==> src/rtl/moosic_tone_gen_if.sv <==
// Note handshake between the moosic note counter (master) and the tone generator (slave).
interface moosic_tone_gen_if;
  logic [7:0] note_in;
  logic       note_valid;
  logic       note_ready;

  modport master (output note_in, output note_valid, input  note_ready);
  modport slave  (input  note_in, input  note_valid, output note_ready);
endinterface

==> src/rtl/moosic_tone_gen.sv <==
// Descrambles accepted note codes with the locking key and plays each one as a
// square wave for DUR_CYCLES clocks, followed by GAP_CYCLES clocks of silence.
module moosic_tone_gen #(
  parameter int unsigned KEY_SIZE   = 4,
  parameter int unsigned DUR_CYCLES = 4096,
  parameter int unsigned GAP_CYCLES = 256
) (
  input  logic                clk,
  input  logic                rst,
  moosic_tone_gen_if.slave    note_if,
  input  logic [KEY_SIZE-1:0] key,
  output logic                audio_out,
  output logic                busy,
  output logic                note_done
);

  localparam int unsigned DW = (DUR_CYCLES > 1) ? $clog2(DUR_CYCLES) : 1;
  localparam int unsigned GW = (GAP_CYCLES > 1) ? $clog2(GAP_CYCLES) : 1;

  localparam logic [1:0] IDLE = 2'd0;
  localparam logic [1:0] PLAY = 2'd1;
  localparam logic [1:0] GAP  = 2'd2;

  logic [1:0]    state;
  logic [7:0]    eff_q;
  logic [DW-1:0] dur_cnt;
  logic [GW-1:0] gap_cnt;
  logic [9:0]    div_cnt;
  logic [7:0]    eff;
  logic [9:0]    half_m1;

  assign eff     = note_if.note_in ^ {(8 / KEY_SIZE){key}};
  // half - 1 = 1023 - 4*eff always fits in 10 bits for any non-rest code
  assign half_m1 = 10'd1023 - {eff_q, 2'b00};

  assign note_if.note_ready = (state == IDLE);
  assign busy               = (state != IDLE);

  always_ff @(posedge clk or posedge rst) begin
    if (rst) begin
      state     <= IDLE;
      eff_q     <= '0;
      dur_cnt   <= '0;
      gap_cnt   <= '0;
      div_cnt   <= '0;
      audio_out <= 1'b0;
      note_done <= 1'b0;
    end else begin
      case (state)
        IDLE: begin
          note_done <= 1'b0;
          if (note_if.note_valid) begin
            eff_q     <= eff;
            dur_cnt   <= '0;
            div_cnt   <= '0;
            audio_out <= 1'b0;
            state     <= PLAY;
          end
        end
        PLAY: begin
          if (eff_q != 8'd0) begin
            if (div_cnt == half_m1) begin
              div_cnt   <= '0;
              audio_out <= ~audio_out;
            end else begin
              div_cnt <= div_cnt + 10'd1;
            end
          end
          // expiry overrides the divider so the gap always starts silent
          if (dur_cnt == DW'(DUR_CYCLES - 1)) begin
            dur_cnt   <= '0;
            div_cnt   <= '0;
            gap_cnt   <= '0;
            audio_out <= 1'b0;
            state     <= GAP;
          end else begin
            dur_cnt <= dur_cnt + 1'b1;
          end
        end
        GAP: begin
          audio_out <= 1'b0;
          if (gap_cnt == GW'(GAP_CYCLES - 1)) begin
            gap_cnt   <= '0;
            note_done <= 1'b1;
            state     <= IDLE;
          end else begin
            gap_cnt <= gap_cnt + 1'b1;
          end
        end
        default: begin
          audio_out <= 1'b0;
          state     <= IDLE;
        end
      endcase
    end
  end

endmodule

==> src/flat_wrapper.sv <==
// flat-port wrapper written by rule: the top's interface ports become plain ports
module moosic_tone_gen_flat 
#(
  parameter int unsigned KEY_SIZE   = 4,
  parameter int unsigned DUR_CYCLES = 4096,
  parameter int unsigned GAP_CYCLES = 256
)
  (clk, rst, key, audio_out, busy, note_done, note_if_note_in, note_if_note_valid, note_if_note_ready);
  moosic_tone_gen_if note_if_i ();
  input  logic clk;
  input  logic rst;
  input  logic [KEY_SIZE-1:0] key;
  output logic audio_out;
  output logic busy;
  output logic note_done;
  input wire logic [$bits(note_if_i.note_in)-1:0] note_if_note_in;
  input wire logic [$bits(note_if_i.note_valid)-1:0] note_if_note_valid;
  output wire logic [$bits(note_if_i.note_ready)-1:0] note_if_note_ready;
  assign note_if_i.note_in = note_if_note_in;
  assign note_if_i.note_valid = note_if_note_valid;
  assign note_if_note_ready = note_if_i.note_ready;
  moosic_tone_gen #(.KEY_SIZE(KEY_SIZE), .DUR_CYCLES(DUR_CYCLES), .GAP_CYCLES(GAP_CYCLES)) u_core (.clk(clk), .rst(rst), .note_if(note_if_i), .key(key), .audio_out(audio_out), .busy(busy), .note_done(note_done));
endmodule
==> config.mk <==
export PLATFORM = sky130hd
export DESIGN_NAME = moosic_tone_gen_flat
export DESIGN_NICKNAME = d
export VERILOG_FILES = /design/src/rtl/moosic_tone_gen_if.sv /design/src/rtl/moosic_tone_gen.sv /design/src/flat_wrapper.sv
export SDC_FILE = /design/constraint.sdc
export NUM_CORES = 1
export LEC_CHECK = 0
export ABC_AREA = 1
export CORE_ASPECT_RATIO = 0.8
export CORE_UTILIZATION = 45
export DETAILED_ROUTE_END_ITERATION = 8
export PLACE_DENSITY = 0.69
export SYNTH_ARGS = -nofsm -noshare
export SYNTH_HDL_FRONTEND = slang
export SYNTH_SLANG_ARGS = --single-unit
==> constraint.sdc <==
create_clock -name clk -period 1.68 [get_ports clk]
set_clock_uncertainty 0.15 [all_clocks]
set_input_delay 0.42 -clock clk [delete_from_list [all_inputs] [get_ports clk]]
set_output_delay 0.42 -clock clk [all_outputs]
set_load 0.02 [all_outputs]
Word level (Yosys, flattened, before mapping)
Index checks and enable logic that the tools add are counted.
Widths: inputs -> output; s select.

word-level totals
  bits in registers = 42
  output and inout port bits = 4
  bits of input ports = 15
  word-level logic and storage cells = 58

operators by class
  multiplexer cells = 22
  equal/unequal tests = 10
  reduce and logical (&&, ||, !) cells = 13
  $add $sub $neg = 4
  bitwise operators = 2

operators by type and width
  operator                number
  $mux 10                 4
  $mux 12                 2
  $pmux 12 s2             1
  $pmux 10 s2             1
  $mux 8                  2
  $pmux 8 s2              1
  $add 12x1->12 const B   1
  $eq 12x12->1 const B    1
  $add 10x1->10 const B   1
  $eq 10x10->1            1
  $sub 10x10->10 const A  1
  $reduce_and 3->1        3
  $add 8x1->8 const B     1
  $eq 8x8->1 const B      1
  $reduce_and 2->1        4
  $reduce_bool 2->1       4
  $reduce_bool 8->1       1
  $xor 8x8->8             1
  $mux 2                  3
  $ne 3x1->1 const B      2
  $pmux 2 s3              1
  $mux 1                  5
  $ne 2x1->1 const B      2
  $pmux 1 s2              2
  other kinds (5)         5

Depth between registers and ports, before layout
  depth after elaboration = 6
  mapped depth = 10
  mapped depth without buffers = 10

Worst setup path before layout
OpenSTA, ideal clock, no wires.

  path kind = register to register
  start = register u_core.state[1]
  end = register u_core.dur_cnt[2]
  data required time = 1.407 ns
  period minus slack after synthesis = 1.523 ns
  library setup time = 0.123 ns
  cell stages (with the launch flop) = 9
  path buffers = 1
  data arrival time = 1.251 ns
  setup slack = 0.157 ns
  cell sequence = dfrtp_1 > nor2_4 > nand2_2 > nand2_2 > inv_4 > buf_6 > nand2_1 > xor2_1 > nor2_1

on the way
  cells in the longest elaborated chain, start to end = 3
  elaborated cells between the ends (all ways) = 6
  those cells by class = eq/ne (2); mux (1); reduce/logical (3)

ends and longest elaborated chain
  item                                                              RTL line               RTL
  start: declaration                                                moosic_tone_gen.sv:24  logic [1:0] state;
  start signal: assignment                                          moosic_tone_gen.sv:41  state <= IDLE;
  start signal: assignment                                          moosic_tone_gen.sv:57  state <= PLAY;
  start signal: assignment                                          moosic_tone_gen.sv:75  state <= GAP;
  $logic_not 2->1 *                                                 --
  via note_if_note_ready                                            flat_wrapper.sv:18     output wire logic [$bits(note_if_i.note_ready)-1:0] note_if_note_ready;
  $ne 2x2->1 (no line) / $reduce_bool 2->1 (equally long branches)  --
  $reduce_and 2->1 (no line)                                        --
  end signal: assignment                                            moosic_tone_gen.sv:77  dur_cnt <= dur_cnt + 1'b1;
  end: declaration                                                  moosic_tone_gen.sv:26  logic [DW-1:0] dur_cnt;

The timed path passes the listed nets; every way through them passes the cells marked *.
A chain may end at the register's enable or synchronous reset.

Worst setup path in the final report
  start = register u_core.dur_cnt[1]
  end = register u_core.div_cnt[7]

on the way
  cells in the longest elaborated chain, start to end = 3
  elaborated cells between the ends (all ways) = 5
  those cells by class = eq/ne (2); mux (2); reduce/logical (1)

ends and longest elaborated chain
  item                                                              RTL line               RTL
  $eq 12x12->1 *                                                    moosic_tone_gen.sv:70  if (dur_cnt == DW'(DUR_CYCLES - 1)) begin
  $ne 3x1->1 (no line) / $mux 10 (equally long branches)            --
  $reduce_and 3->1 (no line) / $pmux 10 s2 (equally long branches)  --
  end signal: assignment                                            moosic_tone_gen.sv:66  div_cnt <= div_cnt + 10'd1;
  end: declaration                                                  moosic_tone_gen.sv:28  logic [9:0] div_cnt;

Every way passes the cells marked *; elsewhere a longest branch is shown, timed or not.

==> impl_metrics.py <==
metrics = {
    "synthesis": {
        "synth_cell_types": 36,
        "synth_area_leader_cell": "dfrtp_1",
        "ys_ff_latch": 42,
        "ys_seq_area_share_pct": 42.9,
        "ys_top_cells_by_area": "dfrtp_1 (43%), nand2_1 (15%), inv_1 (4.7%)",
        "synth_top_area_share_pct": 42.9,
        "synth_cells": 320,
        "netlist_area_um2": 2450,
        "synth_nets": 338,
        "yosysWarningCount": 0,
        "avgSynthCellArea_um2": 7.66,
    },
    "clock_network": {
        "clkSlewWorstSetupHoldPaths_ns": 0.09,
        "clock_path_buffers": 2,
        "htreeDepth": 2,
        "root_buffer": "clkbuf_8",
        "cts_sinks": 42,
        "clock_latency_ns": 0.29,
        "holdBufCountCts": 0,
        "tritoncts": "yes",
        "cts_buffers": 5,
    },
    "setup_path": {
        "r2r_cells": 10,
        "worstPathCellList": "ha_2 > nand2_2 > nor2_4 > nand3_4 > nand2_2 > inv_2 > nand2_4 > nor2_8 > nand2_1 > nand2_1",
        "reg2reg_to": "u_core.div_cnt[7]",
        "cp_max_fo": 6,
        "worst_path_dominant_cell_family": "simple AND/OR/NAND/NOR gates",
        "arrival_ns": 1.71,
        "cpMaxStageDelayCell": "dfrtp_1",
        "start_kind": "flop",
        "path_class": "flop to flop",
        "path_buf_inv": 1,
        "path_depth": 10,
        "r2r-start": "u_core.dur_cnt[1]",
        "worstSetupEndpointType": "flop",
        "rrSetupSlack_ns": 0.01,
        "crit_path_max_incr_delay_ns": 0.39,
        "cp.required_ns": 1.71,
    },
    "grt": {
        "grt_overflow": 0,
        "antenna_found_initial": 0,
        "grt_max_degree": 43,
        "grt_pass1_vias": 1849,
        "grt_pass1_wl_um": 8390,
        "track_usage_pct": 18.9,
    },
    "layout": {
        "diodes": 0,
        "drive_gt1_share_pct": 25.1,
        "nets": 387,
        "areaGrowthSynthToFinish_pct": 28.6,
        "regArea_um2": 1050,
        "multi_input_area_um2": 1320,
        "nFillCells": 440,
    },
    "die": {
        "die_area_um2": 5750,
        "start_util_pct": 47.9,
        "rows": 23,
        "die_x_um": 84.5,
        "die_h_um": 68.0,
        "coreArea_um2": 5120,
        "io_pins": 19,
    },
    "routing": {
        "routed_wl_um": 5060,
        "avgRoutedWirePerCell_um": 11.7,
        "drt-initial-drc-count": 98,
        "remaining_drc_errors": 2,
        "num_vias": 2076,
        "firstDrtPassIters": 6,
        "ant_nets": 0,
        "via_per_inst": 4.81,
    },
    "sta": {
        "fin_ws_ns": 0.00950,
        "rsz0062_at_grt": "true",
        "fin_crit_ns": 1.67,
        "drv_slew": 0,
        "max_slew_margin_pct": 80.6,
        "setup_violations": 0,
        "finalHoldViolations": 0,
        "worst_pin_slew_ns": 0.288,
        "fin_crit_sh_pct": 99.4,
        "fmaxAchievable_ghz": 0.599,
    },
    "placed_design": {
        "routabilityCongestion": 0.839,
        "preCtsSetupSlack_ns": -0.211,
        "dp_hpwl_um": 3530,
        "numPortBuffers": 18,
    },
    "power": {
        "max-vdd-ir-drop_mv": 0.607,
        "powerDensity_nw_per_um2": 955,
        "total_power_uw": 3010,
        "leakage_uw": 0.00153,
    },
    "job": {
        "drv_cap": 0,
    },
    "outcome": {
        "violations": "design-rule violations",
        "status": "finished with violations",
    },
    "min_path": {
        "min_path_type": "primary input to asynchronous set/reset pin",
    },
}
flip-flops by register name (all words and copies together) (netlist names):
name,flops
u_core.dur_cnt,12
u_core.div_cnt,10
u_core.eff_q,8
u_core.gap_cnt,8
u_core.state,2
u_core.audio_out,1
u_core.note_done,1
stage by stage:
stage	instances	TNS, ns	utilization, %	hold slack, ns	area [um^2]
CTS	425	0	58.3	0.309	2990
floorplan	320	0	-	0.305	2450
detailed placement	417	-3.67	55.8	0.340	2860
finish	432	0	61.6	0.305	3150
global route	432	-0.971	61.6	0.355	3150
global placement	417	-3.43	55.8	0.321	2860
worst max path at each step:
stage                        end  slack, ns          startpoint
2_1_floorplan   u_core.audio_out       0.14                 rst
3_3_place_gp   u_core.div_cnt[4]      -0.19  note_if_note_valid
3_5_place_dp   u_core.div_cnt[3]      -0.21  note_if_note_valid
4_1_cts         u_core.audio_out       0.03   u_core.div_cnt[0]
5_1_grt        u_core.div_cnt[7]      -0.07   u_core.dur_cnt[1]
6_report       u_core.div_cnt[7]       0.01   u_core.dur_cnt[1]
routing by layer:
metal  part of all wire, %  GRT usage (%)  vias up
met5                     0              0        -
met4                  0.91           6.36        0
met3                   3.4           4.22        5
met2                    45           30.4       35
met1                    51           25.7      929
li1                      -              -     1107
report_power, final:
group / internal [uW] / switching (uW)
Combinational: 353 / 402
Clock: 596 / 368
Sequential: 1130 / 160
kinds of logic after synthesis:
| logic type | count (synthesis) | synth area share (%) |
|---|---|---|
| simple gates | 180 | 34.7 |
| compound gates | 33 | 7.66 |
| buf+inv | 46 | 7.50 |
| xor+xnor | 16 | 5.72 |
| fa+ha+maj | 3 | 1.53 |
| flops | 42 | 42.9 |
tightest hold or removal path, stage by stage:
cell and delay [ns]:
clkdlybuf4s50_1 0.40, clkinv_1 0.07, buf_12 0.24
cell type report:
cell class | count | share of cell area (%)
Clock buffer | 5 | 2.18
Tap cell | 62 | 2.46
Sequential cell | 42 | 33.3
Multi-Input combinational cell | 232 | 41.9
Inverter | 44 | 5.63
Clock inverter | 3 | 2.18
Timing Repair Buffer | 44 | 12.3
cell usage after synthesis (all sizes together):
cell type and number:
and3 1, buf 2, nor3b 1, nand2 108
nor2 36, ha 3, nor3 6, a32o 1
o211ai 1, o21ai 16, o22ai 5, inv 43
xnor2 10, clkinv 1, a21o 1, xor2 6
a21oi 7, o2bb2ai 1, nand4 4, or2 1
o21a 1, dfrtp 42, nand3 23
repair_timing:
| item | in CTS | in global routing |
|---|---|---|
| buffers inserted | 0 | 7 |
| gates resized for setup | 11 | 35 |
| endpoints found under the setup margin | 10 | 28 |
| pin swaps | 0 | 12 |
cells in the final DEF, fill, tap and decap left out, types with 2 or more instances in the layout:
cell type | synthesis | routed
a21oi_1 | 7 | 6
buf_12 | 0 | 2
buf_2 | 1 | 2
buf_4 | 0 | 24
bufinv_16 | 0 | 2
clkbuf_8 | 0 | 5
clkdlybuf4s50_1 | 0 | 14
dfrtp_1 | 42 | 42
dlygate4sd2_1 | 0 | 2
inv_1 | 31 | 28
inv_2 | 11 | 12
inv_6 | 0 | 2
nand2_1 | 101 | 88
nand2_2 | 5 | 17
nand2_8 | 1 | 2
nand3_1 | 20 | 18
nand3_2 | 1 | 2
nand3_4 | 2 | 3
nand4_1 | 4 | 4
nor2_1 | 30 | 26
nor2_2 | 1 | 5
nor2_4 | 4 | 4
nor3_1 | 5 | 5
o21ai_0 | 8 | 8
o21ai_1 | 8 | 6
o21ai_2 | 0 | 2
o22ai_1 | 5 | 5
xnor2_1 | 10 | 10
xor2_1 | 6 | 6
Power figures use the tool's default switching activity.
==> edit, RTL diff (same settings) <==
Make the reset (`rst`) synchronous in one clocked block.
--- a/src/rtl/moosic_tone_gen.sv
+++ b/src/rtl/moosic_tone_gen.sv
@@ -37,5 +37,5 @@
   assign busy               = (state != IDLE);
 
-  always_ff @(posedge clk or posedge rst) begin
+  always_ff @(posedge clk) begin
     if (rst) begin
       state     <= IDLE;
Check against the original RTL: differs if rst is asserted again (counterexample within 4 cycles, from zero or initial values and one cycle with rst high); with rst held inactive, the same outputs for 10 cycles.
==> edit against the unedited design <==
Wire length rose by 18%; setup slack better by 0.053 ns; sequential power shrank 12%; total power decreased by 3.3%; synthesized cell count up 20%; sequential cell count stayed put; synthesized area increased by 2.3%; final area rose by 4.4%; critical endpoint is now u_core.audio_out; highest routed layer unchanged.
==> edit: results (changes against the unedited design) <==
clock_tree:
  clk_pin_slew_ns: 0.08
  htreeDepth: 2  # unchanged
  clock_latency_ns: 0.29  # about the same
route:
  drtIter0Drc: 191  # was 98
  first_pass_iters: 4  # was 6
  via_count: 2506  # was 2076
  antenna_left: 0  # unchanged
  routed_wl_mm: 5.97  # was 5.06 mm
finish:
  fin_nets: 460  # was 387
  drive_above_1_share_pct: 22.3  # was 25.1%
  reg_top3: "u_core.dur_cnt (12), u_core.div_cnt (10)"  # unchanged
  diodes: 0  # unchanged
placed_design:
  placed_area_um2: 2960  # was 2860 um^2
  gp_congestion: 0.910  # was 0.839
  dp_hpwl_mm: 4.26  # was 3.53 mm
  dpl_worst_slack_ns: -0.221  # was -0.211 ns
  port_buffers: 18  # unchanged
logic_synthesis:
  async_flop_share_pct: 0  # was 100%
  synth_commonest_cells: "nand2_1, inv_1, dfxtp_1"  # was nand2_1, dfrtp_1, inv_1
  syn_nets: 401  # was 338
  synth_seq_area_share_pct: 33.5  # was 42.9%
  synth_cell_type_count: 36  # unchanged
  synthTopCellsByArea: "dfxtp_1, nand2_1, inv_1, nand3_1, nor2_1"  # was dfrtp_1, nand2_1, inv_1, nor2_1, nand3_1
power:
  static-leakage-power_nw: 1.41  # was 1.53 nW
  vdd_drop_max_mv: 0.438  # was 0.607 mV
  switchingPower_mw: 0.883  # was 0.929 mW
worst_setup_path:
  critPathSlowestCell: "dfxtp_2"  # was dfrtp_1
  path_max_fanout: 6  # unchanged
  critPathArrivalTime_ns: 1.66  # was 1.71 ns
  slowest_delay_ns: 0.36  # was 0.39 ns
grt:
  grt_pass1_vias: 2231  # was 1849
  grt_antenna_before_repair: 0  # unchanged
  grtUsageTotal_pct: 22.2  # was 18.9%
  grt_max_degree: 17  # was 43
  grt_first_pass_wirelength_mm: 10.2  # was 8.39 mm
timing:
  tns_ns: 0  # unchanged
  worstMarginPinSlew_ns: 0.398  # was 0.288 ns
outcome:
  status: "completed"  # was finished with violations
hold_path:
  hold_path_class: "reg2reg"  # was in2async
[edit: cell types whose count changed in the layout (fill, tap and decap cells not counted), sizes merged, moves of 3 or more]
cell / change
a21oi: +18
buf: +13
dfrtp: -42
dfxtp: +42
inv: +10
nand2: +8
nand3: +11
nand4: +3
nor2: +13
o22ai: -4
xnor2: -8
xor2: +6
[edit: worst max-delay path: cells and delay by family (launching register included)]
family / cells / cell delay (ns)
fa+ha+maj: 1 / 0.15
simple gates: 9 / 0.75
flops: 1 / 0.36
buf+inv: 1 / 0.11
[edit: path summary, 6_finish.rpt]
path	from	end	slack, ns	depth (start not counted)
setup / recovery	u_core.dur_cnt[0]	u_core.audio_out	0.06	11
hold / removal	u_core.gap_cnt[0]	u_core.gap_cnt[0]	0.34	1
setup reg to reg	u_core.dur_cnt[0]	u_core.audio_out	0.06	11
hold reg to reg	u_core.gap_cnt[0]	u_core.gap_cnt[0]	0.34	1
[edit: final cells by class]
class,instances,area (um^2)
fillers,457,1890
multi-input cells,282,1550
flip-flops and latches,42,846
repair buffers,58,468
inverters,53,206
clock buffers,6,82.6
well taps,62,77.6
clock inverters,2,60.1
[edit: power by group through the flow]
stage | combinational, mW | clock (mW) | sequential (mW)
6_report | 0.781 | 1.00 | 1.13
5_1_grt | 0.879 | 1.06 | 1.14
4_1_cts | 0.739 | 1.01 | 1.12
3_5_place_dp | 0.708 | 0 | 1.15
3_3_place_gp | 0.696 | 0 | 1.14
2_1_floorplan | 0.458 | 0 | 1.15
[edit: kinds of logic after synthesis]
logic type	count (synthesis)	synth area share (%)
xor gates and xnor gates	14	4.89
DFF	42	33.5
AOI/OAI and AO/OA	49	11.0
buffers and inverters	60	9.98
adders and majority gates	3	1.50
and+or+nand+nor	215	39.2
[edit: what timing repair did]
action | 4_1_cts | 5_1_grt
gates cloned | 1 | 0
setup buffers | 2 | 7
setup endpoints to repair | 15 | 28
hold buffers | 0 | 0
gates resized for setup | 13 | 28
pin swaps | 2 | 8
[edit: metal layers]
| layer | GRT usage (%) | part of all wire, % | vias to the layer above |
|---|---|---|---|
| met5 | 0 | 0 | - |
| met4 | 6.67 | 0.96 | 0 |
| li1 | - | - | 1336 |
| met2 | 35.8 | 44 | 47 |
| met1 | 30.9 | 50 | 1119 |
| met3 | 3.69 | 4.5 | 4 |
[edit: per-stage QoR]
stage / utilization [%] / std cells
2_1_floorplan: - / 383
3_3_place_gp: 57.1 / 487
3_5_place_dp: 57.1 / 487
4_1_cts: 60.7 / 498
5_1_grt: 63.5 / 505
6_report: 63.5 / 505
